File: src/rtl/axi_fft_ctrl.sv
// axi_fft_ctrl: AXI4-Lite control/status slave for the FFT core.
//
// Holds the register file, issues start/inverse/channel commands to the core,
// tracks completion through an IDLE/RUN state machine, counts finished frames
// and drives a maskable level interrupt. Single clock domain (s_axi_aclk).
//
// Optional build macro: AXI_FFT_TIMEOUT_EN enables a RUN watchdog that aborts
// after TIMEOUT_CYCLES cycles without fft_done and sets STATUS.TIMEOUT.
//
// Ports:
//   s_axi_aclk / s_axi_aresetn   clock, async active-low reset
//   s_axi_aw* / s_axi_w* / s_axi_b*  AXI4-Lite write channels (prot ignored)
//   s_axi_ar* / s_axi_r*             AXI4-Lite read channels (prot ignored)
//   fft_start    one-cycle command pulse to the core
//   fft_inverse  inverse-transform select, valid with fft_start
//   fft_ch       channel select, valid with fft_start
//   fft_done     one-cycle completion pulse from the core
//   irq          level interrupt
//
// Register map (byte offsets, decoded on addr[6:2]):
//   0x00 VERSION   0x04 SCRATCH   0x08 CONFIG   0x0C CONTROL
//   0x10 STATUS    0x14 IRQ_MASK  0x18 FRAME_CNT
module axi_fft_ctrl #(
   parameter int NFFT           = 8,
   parameter int NUM_CH         = 2,
   parameter int ADDR_WIDTH     = 16,
   parameter int TIMEOUT_CYCLES = 65535
) (
   input  logic                  s_axi_aclk,
   input  logic                  s_axi_aresetn,
   input  logic                  s_axi_awvalid,
   output logic                  s_axi_awready,
   input  logic [ADDR_WIDTH-1:0] s_axi_awaddr,
   input  logic [2:0]            s_axi_awprot,
   input  logic                  s_axi_wvalid,
   output logic                  s_axi_wready,
   input  logic [31:0]           s_axi_wdata,
   input  logic [3:0]            s_axi_wstrb,
   output logic                  s_axi_bvalid,
   input  logic                  s_axi_bready,
   output logic [1:0]            s_axi_bresp,
   input  logic                  s_axi_arvalid,
   output logic                  s_axi_arready,
   input  logic [ADDR_WIDTH-1:0] s_axi_araddr,
   input  logic [2:0]            s_axi_arprot,
   output logic                  s_axi_rvalid,
   input  logic                  s_axi_rready,
   output logic [31:0]           s_axi_rdata,
   output logic [1:0]            s_axi_rresp,
   output logic                  fft_start,
   output logic                  fft_inverse,
   output logic [7:0]            fft_ch,
   input  logic                  fft_done,
   output logic                  irq
);

   typedef enum logic {IDLE = 1'b0, RUN = 1'b1} state_t;

   localparam logic [7:0]  NFFT_B   = 8'(NFFT);
   localparam logic [7:0]  NUM_CH_B = 8'(NUM_CH);
   localparam logic [31:0] VERSION  = 32'h0002_0000;
   localparam logic [4:0]  A_VER = 5'd0, A_SCR = 5'd1, A_CFG = 5'd2, A_CTL = 5'd3,
                           A_STS = 5'd4, A_MSK = 5'd5, A_FRM = 5'd6;

   state_t      state_q, state_d;
   logic        bvalid_q, rvalid_q;
   logic [31:0] rdata_q, rd_val;
   logic [31:0] scratch_q, frame_q;
   logic        inv_q;
   logic [7:0]  ch_q;
   logic [1:0]  mask_q;
   logic        done_q, err_q, tmo_q;
   logic        start_q, finv_q;
   logic [7:0]  fch_q;
   logic        irq_q;

   logic        wr_en, rd_en, wr_ctl, wr_sts, busy;
   logic        start_req, start_ok, start_err, done_hit, tmo_hit;
   logic [4:0]  wa, ra;
   logic [7:0]  ch_new;
   logic        inv_new;

   // prot and the undecoded address bits carry no meaning here
   logic unused_bits;
   assign unused_bits = ^{s_axi_awprot, s_axi_arprot, s_axi_awaddr, s_axi_araddr};

   // Address and data are accepted together in one beat; a held response blocks the next.
   assign wr_en = s_axi_awvalid & s_axi_wvalid & ~bvalid_q;
   assign rd_en = s_axi_arvalid & ~rvalid_q;
   assign wa    = s_axi_awaddr[6:2];
   assign ra    = s_axi_araddr[6:2];
   assign wr_ctl = wr_en && (wa == A_CTL);
   assign wr_sts = wr_en && (wa == A_STS) && s_axi_wstrb[0];
   assign busy   = (state_q == RUN);

   // A START beat uses the CH_SEL/INVERSE values written in that same beat.
   assign ch_new    = (wr_ctl && s_axi_wstrb[1]) ? s_axi_wdata[15:8] : ch_q;
   assign inv_new   = (wr_ctl && s_axi_wstrb[0]) ? s_axi_wdata[1]    : inv_q;
   assign start_req = wr_ctl & s_axi_wstrb[0] & s_axi_wdata[0];
   assign start_ok  = start_req && !busy && (ch_new < NUM_CH_B);
   assign start_err = start_req & ~start_ok;
   assign done_hit  = busy & fft_done;

`ifdef AXI_FFT_TIMEOUT_EN
   localparam logic [31:0] TMO_LAST = 32'(TIMEOUT_CYCLES - 1);
   logic [31:0] tcnt_q;
   // done on the expiry cycle takes priority over the timeout
   assign tmo_hit = busy && !fft_done && (tcnt_q == TMO_LAST);

   always_ff @(posedge s_axi_aclk or negedge s_axi_aresetn) begin
      if (!s_axi_aresetn) begin
         tcnt_q <= '0;
         tmo_q  <= 1'b0;
      end else begin
         if (start_ok)  tcnt_q <= '0;
         else if (busy) tcnt_q <= tcnt_q + 32'd1;
         tmo_q <= tmo_hit | (tmo_q & ~(wr_sts & s_axi_wdata[3]));
      end
   end
`else
   assign tmo_hit = 1'b0;
   assign tmo_q   = 1'b0;
`endif

   // FSM
   always_ff @(posedge s_axi_aclk or negedge s_axi_aresetn) begin
      if (!s_axi_aresetn) state_q <= IDLE;
      else                state_q <= state_d;
   end

   always_comb begin
      state_d = state_q;
      case (state_q)
         IDLE: if (start_ok)             state_d = RUN;
         RUN:  if (done_hit || tmo_hit)  state_d = IDLE;
      endcase
   end

   // Read mux, sampled into rdata on the address handshake
   always_comb begin
      rd_val = '0;
      case (ra)
         A_VER: rd_val = VERSION;
         A_SCR: rd_val = scratch_q;
         A_CFG: rd_val = {16'd0, NUM_CH_B, NFFT_B};
         A_CTL: rd_val = {16'd0, ch_q, 6'd0, inv_q, 1'b0};
         A_STS: rd_val = {28'd0, tmo_q, err_q, done_q, busy};
         A_MSK: rd_val = {30'd0, mask_q};
         A_FRM: rd_val = frame_q;
         default: rd_val = '0;
      endcase
   end

   // AXI response side
   always_ff @(posedge s_axi_aclk or negedge s_axi_aresetn) begin
      if (!s_axi_aresetn) begin
         bvalid_q <= 1'b0;
         rvalid_q <= 1'b0;
         rdata_q  <= '0;
      end else begin
         if (wr_en)             bvalid_q <= 1'b1;
         else if (s_axi_bready) bvalid_q <= 1'b0;
         if (rd_en) begin
            rvalid_q <= 1'b1;
            rdata_q  <= rd_val;
         end else if (s_axi_rready) begin
            rvalid_q <= 1'b0;
         end
      end
   end

   // Register file, flags, command outputs
   always_ff @(posedge s_axi_aclk or negedge s_axi_aresetn) begin
      if (!s_axi_aresetn) begin
         scratch_q <= '0;
         inv_q     <= 1'b0;
         ch_q      <= '0;
         mask_q    <= '0;
         done_q    <= 1'b0;
         err_q     <= 1'b0;
         frame_q   <= '0;
         start_q   <= 1'b0;
         finv_q    <= 1'b0;
         fch_q     <= '0;
         irq_q     <= 1'b0;
      end else begin
         if (wr_en && wa == A_SCR)
            for (int b = 0; b < 4; b++)
               if (s_axi_wstrb[b]) scratch_q[8*b +: 8] <= s_axi_wdata[8*b +: 8];
         inv_q <= inv_new;
         ch_q  <= ch_new;
         if (wr_en && wa == A_MSK && s_axi_wstrb[0]) mask_q <= s_axi_wdata[1:0];
         // hardware sets override a same-cycle W1C
         done_q <= done_hit  | (done_q & ~(wr_sts & s_axi_wdata[1]));
         err_q  <= start_err | (err_q  & ~(wr_sts & s_axi_wdata[2]));
         // clear and increment together leave the count at 1
         frame_q <= ((wr_en && wa == A_FRM) ? 32'd0 : frame_q) + 32'(done_hit);
         start_q <= start_ok;
         if (start_ok) begin
            finv_q <= inv_new;
            fch_q  <= ch_new;
         end
         irq_q <= (done_q & mask_q[0]) | ((err_q | tmo_q) & mask_q[1]);
      end
   end

   // Ready is combinational; gated so it stays low while reset is held.
   assign s_axi_awready = wr_en & s_axi_aresetn;
   assign s_axi_wready  = wr_en & s_axi_aresetn;
   assign s_axi_arready = rd_en & s_axi_aresetn;
   assign s_axi_bvalid  = bvalid_q;
   assign s_axi_bresp   = 2'b00;
   assign s_axi_rvalid  = rvalid_q;
   assign s_axi_rdata   = rdata_q;
   assign s_axi_rresp   = 2'b00;
   assign fft_start     = start_q;
   assign fft_inverse   = finv_q;
   assign fft_ch        = fch_q;
   assign irq           = irq_q;

endmodule
File: config.mk
export PLATFORM = sky130hd
export DESIGN_NAME = axi_fft_ctrl
export DESIGN_NICKNAME = d
export VERILOG_FILES = /design/src/rtl/axi_fft_ctrl.sv
export SDC_FILE = /design/constraint.sdc
export NUM_CORES = 1
export LEC_CHECK = 0
export ABC_CLOCK_PERIOD_IN_PS = 3650
export BUFFER_PORTS_ARGS = -buffer_cell sky130_fd_sc_hd__buf_2
export CAP_MARGIN = 20
export CORE_MARGIN = 5
export CORE_UTILIZATION = 40
export DETAILED_ROUTE_END_ITERATION = 7
export GPL_ROUTABILITY_DRIVEN = 0
export SLEW_MARGIN = 20
export SYNTH_ARGS = -nofsm -noshare
export SYNTH_HDL_FRONTEND = slang
export SYNTH_SLANG_ARGS = --single-unit
File: constraint.sdc
create_clock -name s_axi_aclk -period 3.65 [get_ports s_axi_aclk]
set_input_delay 0.5475 -clock s_axi_aclk [delete_from_list [all_inputs] [get_ports s_axi_aclk]]
set_output_delay 0.5475 -clock s_axi_aclk [all_outputs]
set_load 0.01 [all_outputs]
==> results of run 1 <==
## kinds of logic after synthesis
kind of cell	after synthesis
mux	49
other cells	1
fa+ha+maj	2
compound gates	113
xor+xnor	16
simple gates	166
buf+inv	41
flops	123
## critical path: stages (launching register included)
cell     delay (ns)
dfrtp_1        0.42
nor4b_2        0.11
nand3_2        0.08
buf_4          0.23
and2_1         0.16
ha_1           0.18
nand3_1        0.16
nor2_1         0.28
buf_4          0.21
nand4_4        0.16
or4_1          0.50
a21oi_1        0.16
## through the flow
step	hold slack (ns)	std cells	util [%]	cell area, um^2
floorplan	0.252	514	-	5610
CTS	0.292	807	49.9	6900
global route	0.303	807	49.9	6900
finish	0.306	807	49.9	6900
detailed placement	0.387	774	45.3	6260
global placement	0.387	774	45.3	6260
## power by group through the flow
stage	logic, mW	registers [mW]	clock network [mW]
after global routing	0.217	1.44	1.89
after CTS	0.195	1.44	1.81
after global placement	0.190	1.46	0
after floorplan	0.0953	1.45	0
final	0.190	1.44	1.78
after detailed placement	0.194	1.46	0
## synth_stat cells, types with 12 or more instances
cell type  instances
and2_1            13
mux2_1            43
nand3_1           12
clkbuf_1          20
nand4_1           14
nand2_1           53
a22oi_1           28
xor2_1            13
o21ai_0           18
o21ai_1           30
dfrtp_1          123
a21oi_1           18
nor2_1            22
## path summary, 6_finish.rpt
check                                              endpoint  slack, ns  cells after the start
min in group asynchronous       s_axi_rdata[16]$_DFFE_PN0P_       0.50                      2
worst max register to register        frame_q[26]$_DFF_PN0_       0.91                     11
worst max-delay path                  frame_q[26]$_DFF_PN0_       0.91                     11
worst min register to register   s_axi_rdata[8]$_DFFE_PN0P_       0.48                      2
worst min-delay path                         busy$_DFF_PN0_       0.31                      2
max in group asynchronous                     irq$_DFF_PN0_       2.08                      3
## layout make-up
type / instances / share of cell area [%]
well taps: 180 / 3.26
multi-input cells: 350 / 33.9
clock inverters: 10 / 2.38
clock buffers: 22 / 6.73
repair buffers: 112 / 8.59
inverters: 10 / 0.544
flip-flops and latches: 123 / 44.6
## sequential cells by signal (all words and copies together), names as in the netlist
signal	count
frame_q	32
s_axi_rdata	32
scratch_q	32
ch_q	8
fft_ch	8
mask_q	2
busy	1
done_q	1
err_q	1
fft_inverse	1
fft_start	1
inv_q	1
irq	1
s_axi_bvalid	1
s_axi_rvalid	1
## layer usage
layer	GRT usage (%)	vias to the layer above	part of all wire, %
met3	5.50	6	5.3
met5	0	-	0
met1	24.3	2123	46
li1	-	2046	-
met2	28.4	108	48
met4	4.87	0	0.68
==> results.yml, run 1 <==
finish:
  final_common_cell: "dfrtp_1"
  final_cell_mix: "123 x dfrtp_1, 100 x buf_2, 53 x nand2_1"
  nFillCells: 1293
  multiInputGateArea_um2: 2340
  regArea_um2: 3080
  syn_to_final_growth_pct: 23.3
  antenna_cells: 0
  layout-drive-gt1-share_pct: 24.6
  nNetsFinal: 698
pwr:
  pwr-share-comb_pct: 5.6
  swShare_pct: 22.0
  seqPwrFrac_pct: 42.2
  p_switching_mw: 0.750
  finalPower_mw: 3.41
  power_density_nw_per_um2: 494
  p_leak_nw: 3.32
  ir_drop_v: 0.000326
  clock_power_share_pct: 52.2
  p_int_mw: 2.66
cts:
  cts.sinks: 123
  postCtsHoldBufs: 1
  post_cts_resize_count: 0
  cts_setup_buffers: 0
  cts_tree: "yes"
  ctsRootBufferMaster: "clkbuf_16"
  htreeDepth: 4
  clockBufferDepth: 2
  clk_pin_slew_ns: 0.06
  worstSkewPairLatency_ns: 0.41
  cts_buffers: 17
floorplan:
  dieArea_um2: 16500
  core_um2: 13800
  start_util_pct: 40.5
  die_w_um: 128
  die_y_um: 128
  row_count: 43
  io_pins: 134
critical_path:
  end_kind: "register"
  arrival_ns: 3.06
  worstSetupStartpoint: "s_axi_bvalid$_DFFE_PN0P_"
  path_class: "register to register"
  regToRegStartpoint: "s_axi_bvalid$_DFFE_PN0P_"
  crit_path_start_kind: "register"
  path_max_fanout: 16
  required_ns: 3.97
grt:
  grt_pass1_wl_um: 23200
  gr-usage-all-layers_pct: 18.1
  grt_pass1_vias: 4473
  antenna_found_initial: 0
  overflow: 0
  grt_max_degree: 68
detailed_routing:
  via_per_inst: 5.31
  dr.pass1.iters: 4
  route.vias.total: 4283
  wl_per_cell_um: 17.5
  first_iter_violations: 254
  drc: 0
  ant_nets: 0
  totalWireLength_um: 14100
timing:
  period_needed_ns: 2.74
  rsz0062_at_grt: "false"
  fin_ws_ns: 0.908
  clock.fmax_mhz: 365
  period_share_pct: 75.1
  hold_viol: 0
  setup_viol: 0
  slew_headroom_pct: 28.7
  tightest_slew_ns: 1.07
  slew_violations: 0
  worst_clock_skew_ns: 0.00786
  final.setup.tns_ns: 0
placement:
  numPortBuffers: 101
  hpwl_um: 10200
  place_ws_ns: 0.560
min_path:
  min-delay-start: "fft_done"
  min-delay-path-class: "primary input to register"
logic_synthesis:
  ys_types: 45
  netlist.area_leader.share_pct: 55.0
  async_flop_share_pct: 100
  yosys_warnings: 0
  synth-edff-count: 0
  yosys-top-cells-area: "dfrtp_1 55%, mux2_1 8.7%, a22oi_1 3.8%, nand2_1 3.6%, o21ai_1 2.7%"
  netlist_instances: 511
  syn_area_per_cell_um2: 11.0
  synthFlopType: "dfrtp_1"
  synth_area_leader_cell: "dfrtp_1"
  synth_top_family_by_area: "simple AND/OR/NAND/NOR gates"
  synth-compound-area-share_pct: 12.4
  synth_area_um2: 5600
  synth_mux_area_share_pct: 9.79
  synth-simple-area-share_pct: 16.3
  yosysSeqAreaShare_pct: 55.0
  synthAdderAreaFrac_pct: 0.447
  synth-xor-area-share_pct: 2.50
  synth_seq_cells: 123
flow_run:
  drv_cap: 0
run_status:
  status: "completed"
Power figures use the tool's default switching activity.
==> inputs of run 2 (changes only) <==
ABC_CLOCK_PERIOD_IN_PS = 2700   (was 3650)
clock period = 2.7 ns   (was 3.65 ns; I/O delays follow)
==> run 2 against run 1 <==
Against the previous run:
- critical path depth unchanged
- critical endpoint is now frame_q[30]$_DFF_PN0_
- final cell count grew 0.87%
- sequential power increased by 35%
- register-to-register slack worse by 0.67 ns
- routed wire length is 1.0% lower
- count of clock-buffer cells in the layout up 2
- sequential share of layout area decreased by 0.36 points
- clock power up 29%
- die area did not move
- fmax rose by 11%
- total power up 32%
- global-route usage barely moved
==> results.yml, run 2 (synthesis gave the netlist of run 1 again) <==
run_status:
  status: "completed"
critical_path:
  ff2ff_setup_slack_ns: 0.24
  crit_chain: "nor4b_2 > nand3_2 > and2_1 > ha_1 > ha_1 > nand3_1 > nor2_4 > nand4_4 > buf_4 > or3_1 > a21oi_1"
  regToRegStartpoint: "s_axi_bvalid$_DFFE_PN0P_"
  path_max_fanout: 6
  crit_slowest_cell: "dfrtp_1"
  crit_path_start_kind: "register"
  slowest_delay_ns: 0.43
  end_kind: "register"
  rr_worst_depth: 11
  path_class: "register to register"
  r2r-end: "frame_q[30]$_DFF_PN0_"
  required_ns: 3.03
  cp_common_cell: "ha_1"
  arrival_ns: 2.79
detailed_routing:
  wl_per_cell_um: 17.2
  route.vias.total: 4295
  via_per_inst: 5.28
  ant_nets: 0
  first_iter_violations: 311
  dr.pass1.iters: 4
  totalWireLength_um: 14000
  drc: 0
finish:
  layout-drive-gt1-share_pct: 25.6
  layout.cells.non_filler: 814
  syn_to_final_growth_pct: 24.3
  final_util_pct: 50.3
  final_cell_mix: "123 x dfrtp_1, 100 x buf_2, 53 x nand2_1"
  nNetsFinal: 706
  final_common_cell: "dfrtp_1"
  nFillCells: 1269
  antenna_cells: 0
cts:
  cts_tree: "yes"
  ctsRootBufferMaster: "clkbuf_16"
  worstSkewPairLatency_ns: 0.41
  clk_pin_slew_ns: 0.05
  htreeDepth: 4
  cts.sinks: 123
  post_cts_resize_count: 0
  cts_buffers: 17
  clockBufferDepth: 2
floorplan:
  io_pins: 134
  core_um2: 13800
  row_count: 43
  dieArea_um2: 16500
  die_w_um: 128
  start_util_pct: 40.5
  die_y_um: 128
timing:
  fin_ws_ns: 0.240
  period_needed_ns: 2.46
  clock.fmax_mhz: 406
  rsz0062_at_grt: "false"
  slew_headroom_pct: 45.7
  slew_violations: 0
  period_share_pct: 91.1
  hold_viol: 0
  worst_clock_skew_ns: 0.00884
  tightest_slew_ns: 0.815
  setup_viol: 0
placement:
  placed_cells: 781
  place_ws_ns: -0.0184
  numPortBuffers: 101
  hpwl_um: 10100
grt:
  antenna_found_initial: 0
  gr-usage-all-layers_pct: 18.1
  grt_pass1_vias: 4558
  grt_max_degree: 65
  overflow: 0
  grt_pass1_wl_um: 23100
pwr:
  p_leak_nw: 3.37
  ir_drop_v: 0.000417
  power_density_nw_per_um2: 648
  finalPower_mw: 4.51
min_path:
  hold_depth: 2
  min-delay-start: "s_axi_bready"
  min_to: "s_axi_bvalid$_DFFE_PN0P_"
  min-delay-path-class: "primary input to register"
flow_run:
  drv_cap: 0
run 2: timing repair:
item                                   CTS  global route
endpoints found under the hold margin    9             0
setup endpoints to repair                0             2
setup buffers                            0             1
hold buffers                             1             0
run 2: area by class of cell:
| class | instances | area, um^2 | area share [%] |
|---|---|---|---|
| clock inverter | 7 | 113 | 1.62 |
| sequential | 123 | 3080 | 44.2 |
| multi-input combinational | 350 | 2350 | 33.7 |
| tap | 180 | 225 | 3.24 |
| inverter | 10 | 37.5 | 0.540 |
| timing repair buffer | 120 | 666 | 9.57 |
| clock buffer | 24 | 492 | 7.07 |
run 2: worst max-delay path by stage:
stage	from	to	slack, ns	cells past startpoint
final	s_axi_bvalid$_DFFE_PN0P_	frame_q[30]$_DFF_PN0_	0.24	11
after global placement	s_axi_awvalid	frame_q[26]$_DFF_PN0_	0.08	11
after detailed placement	s_axi_awvalid	frame_q[30]$_DFF_PN0_	-0.02	12
after global routing	s_axi_bvalid$_DFFE_PN0P_	frame_q[30]$_DFF_PN0_	0.007	11
after floorplan	s_axi_awvalid	frame_q[26]$_DFF_PN0_	0.06	11
after CTS	s_axi_bvalid$_DFFE_PN0P_	frame_q[30]$_DFF_PN0_	0.14	11
run 2: power by group:
part | switching, mW | leakage (nW) | total, mW | internal (mW)
clock | 0.761 | 0.296 | 2.30 | 1.54
combinational | 0.160 | 1.37 | 0.266 | 0.106
sequential | 0.0401 | 1.70 | 1.95 | 1.91
total | 0.962 | 3.37 | 4.51 | 3.55
run 2: stage by stage:
step / instance area, um^2 / hold slack [ns] / setup TNS, ns
finish: 6960 / 0.160 / 0
global route: 6960 / 0.151 / 0
detailed placement: 6330 / 0.263 / -0.0184
CTS: 6950 / 0.143 / 0
floorplan: 5620 / 0.109 / 0
global placement: 6330 / 0.261 / 0
run 2: routing by layer:
metal	routed length, um	share of wire [%]	track usage [%]	vias to the layer above
met2	6810	49	28.8	122
met5	0	0	0	-
li1	-	-	-	2052
met1	6210	44	23.6	2116
met4	72	0.51	6.87	0
met3	895	6.4	4.88	5
run 2: critical path: cells and delay by family, from the launching register on:
family	cells	cell delay, ns
adder cells (fa/ha/maj)	2	0.40
AO/OA/AOI/OAI	1	0.16
flip-flops	1	0.43
buffers and inverters	1	0.18
AND/OR/NAND/NOR	7	1.22
==> inputs of run 3 (changes only) <==
CTS_BUF_LIST = sky130_fd_sc_hd__clkbuf_4   (was default)
==> run 3 against run 2 <==
Against the previous run:
- fmax barely moved
- critical endpoint unchanged
- hold slack got worse by 0.088 ns
- largest power group is now registers
- count of clock-buffer cells in the layout fell by 4
- first-iteration DRC count fell by 13%
- clock power fell by 44%
- core utilization fell by 2.2 points
- highest routed layer unchanged
==> results.yml, run 3 (synthesis gave the netlist of run 1 again) <==
critical_path:
  cp.depth: 11
  rr_worst_depth: 11
  ff2ff_setup_slack_ns: 0.24
  crit_buf_inv: 1
  end_kind: "register"
  slowest_delay_ns: 0.45
  path_class: "register to register"
  crit_chain: "nor4b_2 > nand3_2 > and2_1 > ha_1 > ha_1 > nand3_1 > nor2_4 > nand4_4 > buf_4 > or3_1 > a21oi_1"
  required_ns: 3.13
  path_max_fanout: 6
  crit_slowest_cell: "dfrtp_1"
  r2r-end: "frame_q[30]$_DFF_PN0_"
  regToRegStartpoint: "s_axi_bvalid$_DFFE_PN0P_"
  critical_path.top_delay_family: "simple AND/OR/NAND/NOR gates"
  cp_common_cell: "ha_1"
  crit_path_start_kind: "register"
  endpoint: "frame_q[30]$_DFF_PN0_"
  worstSetupStartpoint: "s_axi_bvalid$_DFFE_PN0P_"
  arrival_ns: 2.89
grt:
  grt_pass1_wl_um: 22800
  grt_pass1_vias: 4517
  gr-usage-all-layers_pct: 17.7
  antenna_found_initial: 0
  grt_max_degree: 65
  overflow: 0
finish:
  layout-drive-gt1-share_pct: 25.3
  final_common_cell: "dfrtp_1"
  final_cell_mix: "123 x dfrtp_1, 100 x buf_2, 53 x nand2_1"
  final_util_pct: 48.1
  nNetsFinal: 708
  antenna_cells: 0
  syn_to_final_growth_pct: 18.8
timing:
  hold_viol: 0
  period_share_pct: 91.1
  clock.fmax_mhz: 407
  setup_viol: 0
  slew_violations: 0
  worst_clock_skew_ns: 0.0144
  final.setup.tns_ns: 0
  tightest_slew_ns: 0.815
  period_needed_ns: 2.46
  rsz0062_at_grt: "false"
  slew_headroom_pct: 45.7
floorplan:
  dieArea_um2: 16500
  start_util_pct: 40.5
  core_um2: 13800
  die_y_um: 128
  io_pins: 134
  row_count: 43
  die_w_um: 128
min_path:
  min-delay-path-class: "primary input to register"
pwr:
  p_leak_nw: 3.23
  power_density_nw_per_um2: 526
  ir_drop_v: 0.000297
cts:
  cts_buffers: 17
  worstSkewPairLatency_ns: 0.51
  cts_tree: "yes"
  clk_pin_slew_ns: 0.11
  cts.sinks: 123
  ctsRootBufferMaster: "clkbuf_4"
  post_cts_resize_count: 0
  htreeDepth: 4
  clockBufferDepth: 2
detailed_routing:
  route.vias.total: 4375
  dr.pass1.iters: 5
  drc: 0
  wl_per_cell_um: 16.9
  first_iter_violations: 272
  ant_nets: 0
  totalWireLength_um: 13800
  via_per_inst: 5.36
run_status:
  status: "completed"
placement:
  numPortBuffers: 101
  hpwl_um: 10100
flow_run:
  drv_cap: 0
==> run 3: repair_timing <==
action | 4_1_cts | 5_1_grt
endpoints found under the hold margin | 11 | 0
buffers inserted | 0 | 1
hold buffers | 3 | 0
endpoints found under the setup margin | 0 | 2
==> run 3: where the power goes <==
part | leakage (nW) | internal (mW) | total [mW] | switching, mW
logic | 1.38 | 0.108 | 0.267 | 0.160
registers | 1.70 | 1.90 | 1.94 | 0.0397
clock network | 0.153 | 0.651 | 1.29 | 0.643
total | 3.23 | 2.66 | 3.50 | 0.842
==> run 3: layout make-up <==
| class | instances | area [um^2] |
|---|---|---|
| well taps | 180 | 225 |
| clock inverters | 11 | 128 |
| flip-flops and latches | 123 | 3080 |
| fillers | 1317 | 7180 |
| inverters | 10 | 37.5 |
| multi-input cells | 350 | 2350 |
| clock buffers | 20 | 150 |
| repair buffers | 122 | 686 |
==> run 3: how the worst min path moves through the flow <==
stage                        from                        to  slack (ns)  cells past startpoint
finish               s_axi_rready  s_axi_rvalid$_DFFE_PN0P_        0.07                      2
global placement    s_axi_aresetn      frame_q[6]$_DFF_PN0_        0.26                      1
floorplan           s_axi_aresetn            busy$_DFF_PN0_        0.11                      0
global route         s_axi_rready  s_axi_rvalid$_DFFE_PN0P_        0.02                      2
CTS                  s_axi_rready  s_axi_rvalid$_DFFE_PN0P_        0.01                      2
detailed placement  s_axi_aresetn      frame_q[6]$_DFF_PN0_        0.26                      1
==> run 3: metrics by stage <==
step | setup WS, ns | power (mW) | std cells | hold slack (ns) | area [um^2]
2_1_floorplan | 0.0569 | 2.10 | 514 | 0.109 | 5620
3_3_place_gp | 0.0824 | 2.24 | 781 | 0.261 | 6330
3_5_place_dp | -0.0184 | 2.24 | 781 | 0.263 | 6330
4_1_cts | 0.171 | 3.55 | 815 | 0.0108 | 6640
5_1_grt | 0.0181 | 3.68 | 816 | 0.0237 | 6650
6_report | 0.240 | 3.50 | 816 | 0.0713 | 6650
==> run 3: worst register-to-register path, delay by kind of cell, from the launching register on <==
kind | cells | cell delay [ns]
simple gates | 7 | 1.21
flops | 1 | 0.45
fa+ha+maj | 2 | 0.37
buf+inv | 1 | 0.18
compound gates | 1 | 0.17
==> run 3: routing by layer <==
layer,global-route usage (%),up-vias,share of wire [%]
li1,-,2064,-
met3,5.50,10,7.3
met4,5.24,0,0.77
met1,23.3,2154,44
met5,0,-,0
met2,28.0,147,48
